**config.mk**
```make
export PLATFORM = sky130hd
export DESIGN_NAME = correlator_bank
export DESIGN_NICKNAME = d
export VERILOG_FILES = /design/src/rtl/correlator_bank.sv
export SDC_FILE = /design/constraint.sdc
export NUM_CORES = 1
export LEC_CHECK = 0
export ABC_AREA = 1
export ABC_CLOCK_PERIOD_IN_PS = 6700
export CAP_MARGIN = 20
export CORE_MARGIN = 2
export CORE_UTILIZATION = 50
export DETAILED_ROUTE_END_ITERATION = 10
export PLACE_DENSITY = 0.73
export SLEW_MARGIN = 15
export SYNTH_ARGS = -nofsm -noshare
export SYNTH_HDL_FRONTEND = slang
export SYNTH_SLANG_ARGS = --single-unit
```
**constraint.sdc**
```tcl
create_clock -name clk -period 6.7 [get_ports clk]
set_input_delay 1.005 -clock clk [delete_from_list [all_inputs] [get_ports clk]]
set_output_delay 1.005 -clock clk [all_outputs]
set_load 0.05 [all_outputs]
```
**src/rtl/correlator_bank.sv**
```systemverilog
// Multi-tap C/A code correlator: wipes off code chips, accumulates, dumps.
// Params INPUT_WIDTH/OUTPUT_WIDTH/NUM_TAPS/COUNT_WIDTH. Macro CORRELATOR_SATURATE_EN clamps sums.
// Ports: clk, reset, clear, data_available, baseband_input, ca_bits in;
//        accumulators, dump_values, dump_count, dump_valid out.
`ifndef INPUT_WIDTH
`define INPUT_WIDTH 2
`endif

module correlator_bank #(
  parameter int INPUT_WIDTH  = `INPUT_WIDTH,
  parameter int OUTPUT_WIDTH = 16,
  parameter int NUM_TAPS     = 3,
  parameter int COUNT_WIDTH  = 16
) (
  input  logic                             clk,
  input  logic                             reset,
  input  logic                             clear,
  input  logic                             data_available,
  input  logic [INPUT_WIDTH-1:0]           baseband_input,
  input  logic [NUM_TAPS-1:0]              ca_bits,
  output logic [NUM_TAPS*OUTPUT_WIDTH-1:0] accumulators,
  output logic [NUM_TAPS*OUTPUT_WIDTH-1:0] dump_values,
  output logic [COUNT_WIDTH-1:0]           dump_count,
  output logic                             dump_valid
);

  localparam int OW = OUTPUT_WIDTH;
  typedef logic [OW-1:0] word_t;

  logic                   sign;
  logic [INPUT_WIDTH-2:0] mag;
  word_t                  pos;

  word_t conv    [NUM_TAPS];
  word_t samp_q  [NUM_TAPS];
  word_t acc_q   [NUM_TAPS];
  word_t acc_nxt [NUM_TAPS];
  word_t dump_q  [NUM_TAPS];

  logic                   valid_q;
  logic [COUNT_WIDTH-1:0] cnt_q;
  logic [COUNT_WIDTH-1:0] cnt_nxt;

  assign sign = baseband_input[INPUT_WIDTH-1];
  assign mag  = baseband_input[INPUT_WIDTH-2:0];
  // Sign-magnitude level m maps to odd value 2m+1.
  assign pos  = (word_t'(mag) << 1) | word_t'(1);

`ifdef CORRELATOR_SATURATE_EN
  function automatic word_t acc_add(
    input word_t a,
    input word_t b
  );
    logic [OW:0] s;
    s = {a[OW-1], a} + {b[OW-1], b};
    if (s[OW] != s[OW-1])
      acc_add = s[OW] ? {1'b1, {(OW-1){1'b0}}}
                      : {1'b0, {(OW-1){1'b1}}};
    else
      acc_add = s[OW-1:0];
  endfunction
`else
  function automatic word_t acc_add(
    input word_t a,
    input word_t b
  );
    acc_add = a + b;
  endfunction
`endif

  always_comb begin
    for (int k = 0; k < NUM_TAPS; k++) begin
      conv[k] = (sign ^ ~ca_bits[k]) ? pos : -pos;
    end
  end

  // A sample arriving with clear opens the new period.
  always_comb begin
    for (int k = 0; k < NUM_TAPS; k++) begin
      acc_nxt[k] = acc_q[k];
      if (clear)
        acc_nxt[k] = valid_q ? samp_q[k] : '0;
      else if (valid_q)
        acc_nxt[k] = acc_add(acc_q[k], samp_q[k]);
    end
  end

  always_comb begin
    cnt_nxt = cnt_q;
    if (clear)
      cnt_nxt = valid_q ? COUNT_WIDTH'(1) : '0;
    else if (valid_q && cnt_q != '1)
      cnt_nxt = cnt_q + COUNT_WIDTH'(1);
  end

  always_ff @(posedge clk) begin
    if (reset) begin
      valid_q    <= 1'b0;
      cnt_q      <= '0;
      dump_count <= '0;
      dump_valid <= 1'b0;
      for (int k = 0; k < NUM_TAPS; k++) begin
        samp_q[k] <= '0;
        acc_q[k]  <= '0;
        dump_q[k] <= '0;
      end
    end else begin
      valid_q    <= data_available;
      cnt_q      <= cnt_nxt;
      dump_valid <= clear;
      if (clear)
        dump_count <= cnt_q;
      for (int k = 0; k < NUM_TAPS; k++) begin
        samp_q[k] <= conv[k];
        acc_q[k]  <= acc_nxt[k];
        if (clear)
          dump_q[k] <= acc_q[k];
      end
    end
  end

  for (genvar k = 0; k < NUM_TAPS; k++) begin : g_pack
    assign accumulators[k*OW +: OW] = acc_q[k];
    assign dump_values[k*OW +: OW]  = dump_q[k];
  end

endmodule
```
==> run summary, run 1 <==
The flow ran to the end, and the final reports show no timing, DRC or antenna violations. Max-cap violations in this run came to 0. The pin count of the biggest net entering global routing is 63. The hold violation count in the final report came out at 0. The critical path ends at acc_q[0][18]. The number of antenna cells inserted is 0. The peak supply drop is approximately 0.16 mV. The die boundary height came out at 131 um. Across the routed clock network, the largest skew measured is 0.00870 ns. The number of instances in the synthesized netlist is 1144. The largest incremental delay on the critical path came out at 0.85 ns.

The clock slew seen by the registers of the worst setup and hold paths is roughly 0.06 ns. By count the netlist is led by nand2_1 (315), inv_1 (212), nor2_1 (99), dfxtp_1 (89), a21oi_1 (77). The design draws 2.33 mW. The die area is 17200 sq um. The clock sink count is ~140. In the finished design, the share of the clock period the worst path needs comes to 0.540. Buffers inserted to repair hold after CTS numbered 0. In the post-route analysis, the smallest setup slack over all paths is 3.08 ns. For this run, the top clock speed supported by timing is 277 MHz.

The H-tree was split into 4 levels. The routability congestion estimate is ~0.9. The floorplan row count came out at 46. The worst setup path is of the in -> reg kind. Yosys instantiated no cell more often than nand2_1.

The wire length per cell came out at around 14 um. Dividing total power by cell area gives a power density of 230 nW/um^2. The number of warnings printed during yosys synthesis is 0. At the worst endpoint, the arrival time is 3.95 ns. The detailed-placement wirelength estimate came out at 14.6 mm. A synthesized cell averages 7.05 sq um. The final net count is between 1000 and 1500.

The DRC violation count after routing came out at 0. In this run the deepest clock path goes through 2 buffers. The share of Yosys cell area claimed by the top area cell type came out at 0.221. In this run, synthesis inferred between 40 and 50 flip-flops with an integrated enable. Tracing the worst setup path back leads to its startpoint at clear. In the synthesized netlist the async set-or-reset flop fraction comes to 0. The total negative slack for setup checks is 0 ns. The slew at the pin closest to its max-slew limit came out at a little under 1 ns. In this run, CTS created clock tree buffers numbering 17. The largest individual stage delay along the critical path comes from the cell nor2_1. The number of optimization iterations in the first detailed-route pass came out at 5. Setup violations remaining at the end of the flow were counted as 0. The synthesized netlist occupies a cell area of 8070 sq um.

The die extent in x is 131 um. TritonCTS built the clock tree. The post-cts gate resize count is 0. The DRC violation total after the first TritonRoute iteration is 427.

The area added between synthesis and finish came out at 25.6%. The endpoint required time on the critical path came out at between 7 and 8 ns. The post-synthesis cell type count is 38.

In this run the critical register-to-register path is captured at acc_q[0][18]. Summed over all layers, the routed wires come to 20.8 mm. The critical path goes through clkdlybuf4s50_1 -> nor2_1 -> clkinv_1 -> buf_16 -> nand2_1 -> inv_2 -> a221oi_2. The mean number of vias per cell is 5.08.

Post-CTS timing repair inserted 0 buffers for setup. Of all cell types, the one taking the most synthesized area is dfxtp_1. When the netlist entered floorplanning its net count stood at 1202. The analysis attributes to cell leakage a power of approximately 4.6 nW. The share of the Yosys chip area taken by registers is 0.400.

The final antenna-violating net count came out at 0. The total overflow left after global routing is 0. The tightest min-delay check is of the reg -> reg type.

The worst-case headroom to the max-slew limit came out at 0.344. Of the cells placed in the final design, the portion with a size suffix greater than 1 is 0.0572. The number of antenna violations at the first check in global routing came to 0.

At the end of the flow the core is filled with cells to 0.640. The I/O pin count came out at 122. The number of filler cells placed in the layout came out at 1436. The number of buffers inserted by port buffering came out at ~120. The via count of the first global-routing pass is 7102. The overall fraction of global-route tracks in use came out at 0.251.

The origin of the critical flop-to-flop path is valid_q. The final-report max-slew violation count is 0. By area the synthesized netlist is led by dfxtp_1 (22%), edfxtp_1 (18%), nand2_1 (15%), inv_1 (9.9%), ha_1 (7.1%). The latest clock arrival within the worst-skew pair is 0.43 ns.

The tree is rooted in a clkbuf_16. Of all nets on the critical path, the largest fanout is 27. The post-synthesis sequential element count came out at 137. The vias after detailed routing came out at about 7600.

Setup repair after global routing left no endpoint under its margin. The critical path launch point type is a primary input. The endpoint class of the critical path is a flop. The worst setup slack after placement is 2.69 ns.

The first global-routing pass estimated 33.8 mm of wire. The smallest clock period supported by the final layout is computed as roughly 3.6 ns. Across all register-to-register paths, the minimum setup slack is 4.02 ns.

The cell count of the worst reg-to-reg path is 6. The most instantiated flip-flop cell in the synthesis netlist is dfxtp_1. The core region area came out at 15800 sq um. The initial cell density of the core came out at 0.510.
## per-layer routing
layer | routed length, um | track usage | up-vias
met5 | 0 | 0 | -
met4 | 410 | 0.0807 | 0
met3 | 873 | 0.0456 | 33
met2 | 10300 | 0.441 | 195
met1 | 9180 | 0.311 | 3489
li1 | - | - | 3868
## worst min path at each step
| stage | to | depth (start not counted) | startpoint | slack, ns |
|---|---|---|---|---|
| global route | dump_count[4] | 2 | dump_count[4] | 0.49 |
| detailed placement | dump_count[3] | 2 | dump_count[3] | 0.44 |
| CTS | dump_count[3] | 2 | dump_count[3] | 0.46 |
| finish | dump_count[0] | 2 | dump_count[0] | 0.46 |
| global placement | dump_count[0] | 2 | dump_count[0] | 0.44 |
| floorplan | cnt_q[7] | 1 | cnt_q[7] | 0.47 |
## report_power, final
| part | total (mW) | internal [mW] | switching, mW | leakage (nW) |
|---|---|---|---|---|
| clock network | 0.975 | 0.617 | 0.358 | 0.295 |
| logic | 0.424 | 0.138 | 0.286 | 3.07 |
| registers | 0.932 | 0.897 | 0.0356 | 1.26 |
## cell families (layout without fill, tap and decap cells)
group	after synthesis	count (layout)	share of synthesized area
flip-flops	137	137	0.400
buffers and inverters	246	378	0.117
AO/OA/AOI/OAI	159	159	0.106
AND/OR/NAND/NOR	536	536	0.280
adder cells (fa/ha/maj)	49	49	0.0788
XOR/XNOR	17	17	0.0185
## worst max-delay path: cells and delay by family
kind            cells  cell delay [ns]
simple gates        2             0.95
compound gates      1             0.21
buf+inv             4             1.77
## through the flow
step           hold WS (ns)  std cells  instance area (sq um)
2_1_floorplan         0.467       1144                   8070
3_3_place_gp          0.443       1457                   9460
3_5_place_dp          0.445       1457                   9460
4_1_cts               0.460       1489                  10100
5_1_grt               0.492       1492                  10100
6_report              0.458       1492                  10100
## area by class of cell
| cell class | count | area, sq um | share of cell area |
|---|---|---|---|
| Clock buffer | 18 | 429 | 0.0424 |
| Clock inverter | 14 | 180 | 0.0178 |
| Inverter | 220 | 831 | 0.0820 |
| Multi-Input combinational cell | 761 | 3910 | 0.386 |
| Sequential cell | 137 | 3220 | 0.318 |
| Tap cell | 216 | 270 | 0.0267 |
| Timing Repair Buffer | 126 | 1290 | 0.127 |
## state kept, by name, indices dropped and copies added (netlist names)
register,flops
dump_q,48
samp_q,7
cnt_q,16
acc_q,48
dump_valid,1
valid_q,1
dump_count,16
## layout by cell type, fill, tap and decap left out, types with 8 or more instances in the layout
cell type        netlist  routed
edfxtp_1              48      48
nand2_1              315     315
xor2_1                12      12
o21ai_0               61      61
inv_2                  7       8
nor2_1                99      98
clkdlybuf4s50_1        0     120
or2_2                  8       8
a21oi_1               77      77
nand4_1               12      12
inv_1                212     210
nor3_1                12      12
dfxtp_1               89      89
nand3_1               71      71
clkbuf_16              0      17
ha_1                  46      46
No activity file was read; power rests on OpenSTA's default activity.
==> run 2, diff against run 1 <==
Settings changed: ABC_CLOCK_PERIOD_IN_PS 6700 to 3000, PLACE_DENSITY 0.73 to 0.76.
Clock period 6.7 ns to 3 ns, I/O delays scaled along.
==> run 2 against run 1 <==
  * Combinational power grew 120%
  * Non-clock buffer count grew 5
  * Largest cell class unchanged
  * Count of clock-buffer cells in the layout shrank 1
  * Critical endpoint is now acc_q[0][21]
  * Hold slack lost 0.013 ns
  * Final cell count grew 0.34%
  * Via count grew 0.22%
  * Sequential share of layout area shrank 0.22 points
  * Worst setup slack lost 2.3 ns
==> run summary, run 2 (synthesis results as in run 1) <==
The buffering stage count on the worst path with inverters included came out at 1. The via count of the first global-routing pass is 7075. The tightest min-delay check is of the in -> reg type. The die area came out at 17200 sq um. After clock tree synthesis, the clock-pin slew on the worst setup and hold paths is 0.06 ns.

The detailed-placement wirelength estimate came out at 14.6 mm. The clock tree from TritonCTS is done. The H-tree generated during clock tree synthesis spans 4 levels. The category of cells accounting for the largest share of critical-path delay is simple AND/OR/NAND/NOR gates. The clock passes through at most 2 buffers. In the layout the commonest cells are nand2_1 (315), inv_1 (211), clkdlybuf4s50_1 (120), nor2_1 (98), dfxtp_1 (89).

The final net count is 1326. Across the run, the number of max-cap violations was 0. The run finished with clean final reports. The leftover overflow at the end of global routing came out at 0. The maximum fanout encountered on the critical timing path came out at 15. The worst setup path is captured at a flop. The number of antenna violations at the first check in global routing came out at 0.

The number of hold buffers added after cts came out at 0. The ratio of cells with drive above 1 in the final layout is 0.0625. The wire length per cell is 13.6 um.

The number of post-CTS setup repair buffers came out at 0. The slowest stage of the critical path belongs to the cell dfxtp_1. In the finished design, the share of the clock period the worst path needs comes to 0.730.

The non-filler instance count after layout is approximately 1500. The hold violation count in the final report is 0. The worst hold slack after final layout is 0.445 ns. In the final layout, the registers with the most flip-flops are acc_q: 48 flops, dump_q: 48 flops. The final critical-path setup slack came out at 0.809 ns. Data on the critical path is required at its endpoint by 3.32 ns.

Timing would allow up to ~460 MHz. The wire length reported by the detailed router is 20.3 mm. The cell count after placement came out at 1464.

The mean number of vias per cell came out at 5.08. The worst setup slack after placement is 0.492 ns. The initial cell density of the core came out at 0.510. The setup check on the worst reg-to-reg path leaves a slack of 0.81 ns. The overall power is 5.35 mW. The I/O pin count came out at 122. Walking the worst path, the cells encountered are ha_1 -> nand2_1 -> inv_1 -> nand2_1 -> nand3_1 -> or2_2 -> nand3_1 -> a21oi_1.

For the worst setup path, the data arrival time is 2.51 ns. The DRC violation total after the first TritonRoute iteration came out at between 500 and 600. Leaving out fill and tap cells, the most frequent cell in the layout is nand2_1.

The instance area after placement came out at 9530 sq um. Clock skew on the completed layout was measured at just under 0.007 ns. The number of gates resized after CTS was 0. The latest clock arrival within the worst-skew pair came out at 0.43 ns. The worst setup path is launched from a flop.

In this run the tool buffered the top-level ports with roughly 120 buffer cells. The final-report max-slew violation count is 0. Detailed routing inserted a total of between 7000 and 8000 vias.

The die extent in x is 131 um. The number of setup violations in the final report is 0. After detailed routing, the number of remaining DRC violations is 0.

Setup repair after global routing left no endpoint under its margin. The static leakage came out at 4.67 nW. Clock tree synthesis found a total of 137 sinks. The routability congestion estimate is 0.918. The largest incremental delay on the critical path came out at 0.75 ns. The tree is rooted in a clkbuf_16.

The number of buffers created by CTS is 17. The slew at the pin closest to its max-slew limit came out at 0.695 ns. The area growth from synthesis to layout is 26.5%.

The first global-routing pass estimated 33.0 mm of wire. The core region area came out at 15800 sq um. The overall fraction of global-route tracks in use is 0.244. The time the final worst path needs with I/O delays and setup is 2.19 ns. Measured on the finished design, the core utilization comes to 0.645. The number of optimization iterations in the first detailed-route pass is 5. Measured against its own limit, the worst slew margin works out to 0.536. The final antenna-violating net count came out at 0. The floorplan has 46 rows. The peak supply drop is 0.407 mV. The die boundary height is about 130 um. The number of antenna cells inserted came out at 0.

The area of all placed cells without fillers is 10200 sq um. The power density normalized to cell area is around 520 nW/um^2. The total negative slack for setup checks is 0 ns. Entering global routing, the biggest net connects 63 pins. The worst setup path category is reg -> reg.
-- run 2: final timing paths --
kind / start / to / cells after the start
max: samp_q[0][31] / acc_q[0][21] / 8
min: reset / samp_q[0][46] / 2
max reg2reg: samp_q[0][31] / acc_q[0][21] / 8
min reg2reg: dump_count[4] / dump_count[4] / 2
-- run 2: layout make-up --
cell class                 count  area, sq um
tap                          216          270
clock buffer                  17          425
fill                        1370         5620
clock inverter                15          223
timing repair buffer         131         1330
inverter                     220          831
multi-input combinational    761         3910
sequential                   137         3220
-- run 2: power breakdown --
| group | internal [mW] | switching (mW) | leakage (nW) | total (mW) |
|---|---|---|---|---|
| clock network | 1.48 | 0.840 | 0.312 | 2.32 |
| logic | 0.311 | 0.638 | 3.09 | 0.949 |
| registers | 2.00 | 0.0767 | 1.26 | 2.08 |
-- run 2: metal layers --
| metal | vias to the layer above | GRT usage | wire length (um) |
|---|---|---|---|
| met5 | - | 0 | 0 |
| met4 | 0 | 0.0870 | 339 |
| met3 | 27 | 0.0472 | 1050 |
| met2 | 201 | 0.432 | 10100 |
| met1 | 3489 | 0.296 | 8830 |
| li1 | 3885 | - | - |
-- run 2: worst register-to-register path, stage by stage, from the launching register on --
cell and delay, ns:
dfxtp_1 0.75, ha_1 0.42, nand2_1 0.14, inv_1 0.05
nand2_1 0.06, nand3_1 0.20, or2_2 0.34, nand3_1 0.07
a21oi_1 0.06
==> run 3, diff against run 2 <==
Settings changed: ABC_CLOCK_PERIOD_IN_PS 3000 to 1910.
Clock period 3 ns to 1.91 ns, I/O delays scaled along.
==> run 3 against run 2 <==
  * Design area increased by 2.3%
  * Utilization is 1.5 points higher
  * Largest cell class unchanged
  * First-iteration DRC count shrank 0.38%
  * Highest routed layer unchanged
  * Via count is 1.8% higher
  * Sequential power is 56% higher
  * Critical path depth shrank 7
  * Die area is the same
  * Hold slack got worse by 0.16 ns
  * Critical endpoint is now dump_values[18]
  * Sequential cell count unchanged
  * Total power grew 51%
==> run summary, run 3 (synthesis results as in run 1) <==
The run finished with clean final reports. Compared with the post-synthesis result, the final layout area differs by 29.4%. The overall power is 8.09 mW. The worst hold path begins at reset. Summed over all layers, the global routing overflow is 0. The clock sink count is between 100 and 150.

The worst-case clock skew is 0.0101 ns. Final hold analysis gives a worst-case slack of 0.285 ns. The longest clock path from root to sink contains 2 buffers. In the final routed layout, each cell accounts on average for 14.3 um. The number of buffers created by CTS came out at 17. The routability congestion estimate came out at 0.930.

The slew at the pin closest to its max-slew limit came out at 0.590 ns. TritonCTS built the clock tree. The endpoint identified for the worst register-to-register timing path is acc_q[0][5].

The maximum fanout encountered on the critical timing path came out at 1. The number of H-tree levels is 4. For this run, the total global-route usage over all layers was measured as 0.260. The first global-routing pass estimated around 35 mm of wire.

The origin of the critical flop-to-flop path is samp_q[0][15]. Using the TritonRoute via totals, the vias-per-cell ratio works out to 5.10. The power density normalized to cell area is 775 nW/um^2. The count of nets left with antenna violations once routing finished came out at 0. The static leakage came out at 5.03 nW. STA classifies the critical path startpoint as a flop. The slack of the worst reg-to-reg path came out at 0.09 ns. Summed over all layers, the routed wires come to 21.8 mm. The clock slew seen by the registers of the worst setup and hold paths came out at ~0.060 ns.

The initial cell density of the core came out at 0.510. Measured in cells, the most critical reg-to-reg path has a length of 9. Once detailed placement completed, the half-perimeter wirelength came to 16.1 mm. The hold violation count in the final report came out at 0.

The number of hold buffers added after cts is 0. The timing-limited maximum frequency came out at 530 MHz. In the final layout, the registers with the most flip-flops are acc_q: 48 flops, dump_q: 48 flops. The floorplan step defined a die boundary enclosing about 17000 sq um. The max capacitance violation total came out at 0. The standard cell with the maximum stage delay on the critical path is clkdlybuf4s50_1. Dividing the final minimum period by the clock period gives 0.987. Along the worst hold path, the cell count comes to 3. The endpoint with the worst hold slack is dump_valid.

The vias after detailed routing is 7742. The DRC violation count after routing came out at 0. The worst hold path belongs to the class in -> reg. The buffering stage count on the worst path with inverters included came out at 1.

The worst-case headroom to the max-slew limit came out at 0.606. The I/O pin count is 122. The number of post-CTS setup repair buffers is 0. The number of optimization iterations in the first detailed-route pass is 5.

Grouping stages by cell kind, the critical path spends the most delay in buffers and inverters. In the layout the commonest cells are nand2_1 (311), inv_1 (211), nor2_1 (97), dfxtp_1 (85), a21oi_1 (74). The worst path in the final design needs a cycle of 1.89 ns, including I/O delays and setup. In this run, the number of DRC markers left after iteration 0 of detailed routing was 530. The worst setup path is captured at a primary output. The die extent in x came out at 131 um.

The signal arrival time at the worst endpoint is 1.60 ns. In this run the vertical extent of the chip is 131 um. The critical path in this run is classified as reg -> out. Walking the worst path, the cells encountered are clkdlybuf4s50_1.

The core region area is 15800 sq um. The largest incremental delay on the critical path came out at 0.82 ns. The final net count is 1346.

In this run the core area contains 46 standard-cell rows. The pin count of the biggest net entering global routing came out at 31. The latest clock arrival within the worst-skew pair is between 0.4 and 0.5 ns. The final-report max-slew violation count is 0. The number of filler cells placed in the layout is between 1000 and 1500. In the final layout, the share of cells above drive strength 1 is 0.104. The number of setup violations in the final report came out at 0. The via count of the first global-routing pass came out at 7130. The number of antenna violations at the first check in global routing came out at 0. The clock root buffer master is clkbuf_16.

Data on the critical path is required at its endpoint by approximately 1.6 ns. Leaving out fill and tap cells, the most frequent cell in the layout is nand2_1. IR analysis of the VDD net gives a maximum drop of around 0.6 mV. The number of antenna cells inserted came out at 0.

In this run the tool buffered the top-level ports with 121 buffer cells.
[run 3: metrics by stage]
step                      setup WS [ns]  std cells  TNS, ns  area, sq um   util
after global routing           -0.00845       1517  -0.0172        10400  0.659
after floorplan                 0.00607       1144        0         8090      -
final                            0.0241       1517        0        10400  0.659
after detailed placement         0.0453       1485        0         9780  0.618
after CTS                       0.00150       1517        0        10300  0.652
after global placement           0.0493       1485        0         9780  0.618
[run 3: how the worst max path moves through the flow]
stage	from	to	slack [ns]	cells past startpoint
after floorplan	acc_q[0][16]	acc_q[0][22]	0.006	7
after global placement	samp_q[0][32]	acc_q[0][38]	0.05	9
after detailed placement	samp_q[0][32]	acc_q[0][38]	0.05	9
after CTS	acc_q[0][0]	accumulators[0]	0.001	1
after global routing	samp_q[0][31]	acc_q[0][27]	-0.008	10
final	dump_q[0][18]	dump_values[18]	0.02	1
[run 3: power breakdown]
part | internal (mW) | leakage [nW] | switching (mW) | total, mW
Clock | 1.99 | 0.283 | 1.26 | 3.25
Combinational | 0.527 | 3.49 | 1.07 | 1.59
Sequential | 3.15 | 1.26 | 0.0992 | 3.24
Total | 5.66 | 5.03 | 2.43 | 8.09
[run 3: timing repair]
item                       CTS  global route
pin swaps                    0             1
hold endpoints to repair     0             0
gates resized for setup     34            29
setup endpoints to repair   34            28
[run 3: layout make-up]
type	instances	area, sq um	share of cell area
Multi-Input combinational cell	761	4000	0.384
Sequential cell	137	3230	0.309
Timing Repair Buffer	151	1520	0.145
Inverter	220	835	0.0800
Clock buffer	21	460	0.0441
Tap cell	216	270	0.0259
Clock inverter	11	121	0.0116
[run 3: metal layers]
metal  vias to the layer above  track usage  wire (um)
met5                         -            0          0
met3                        29       0.0578       1220
met1                      3543        0.340       9700
met4                         0       0.0832        400
li1                       3928            -          -
met2                       242        0.430      10400
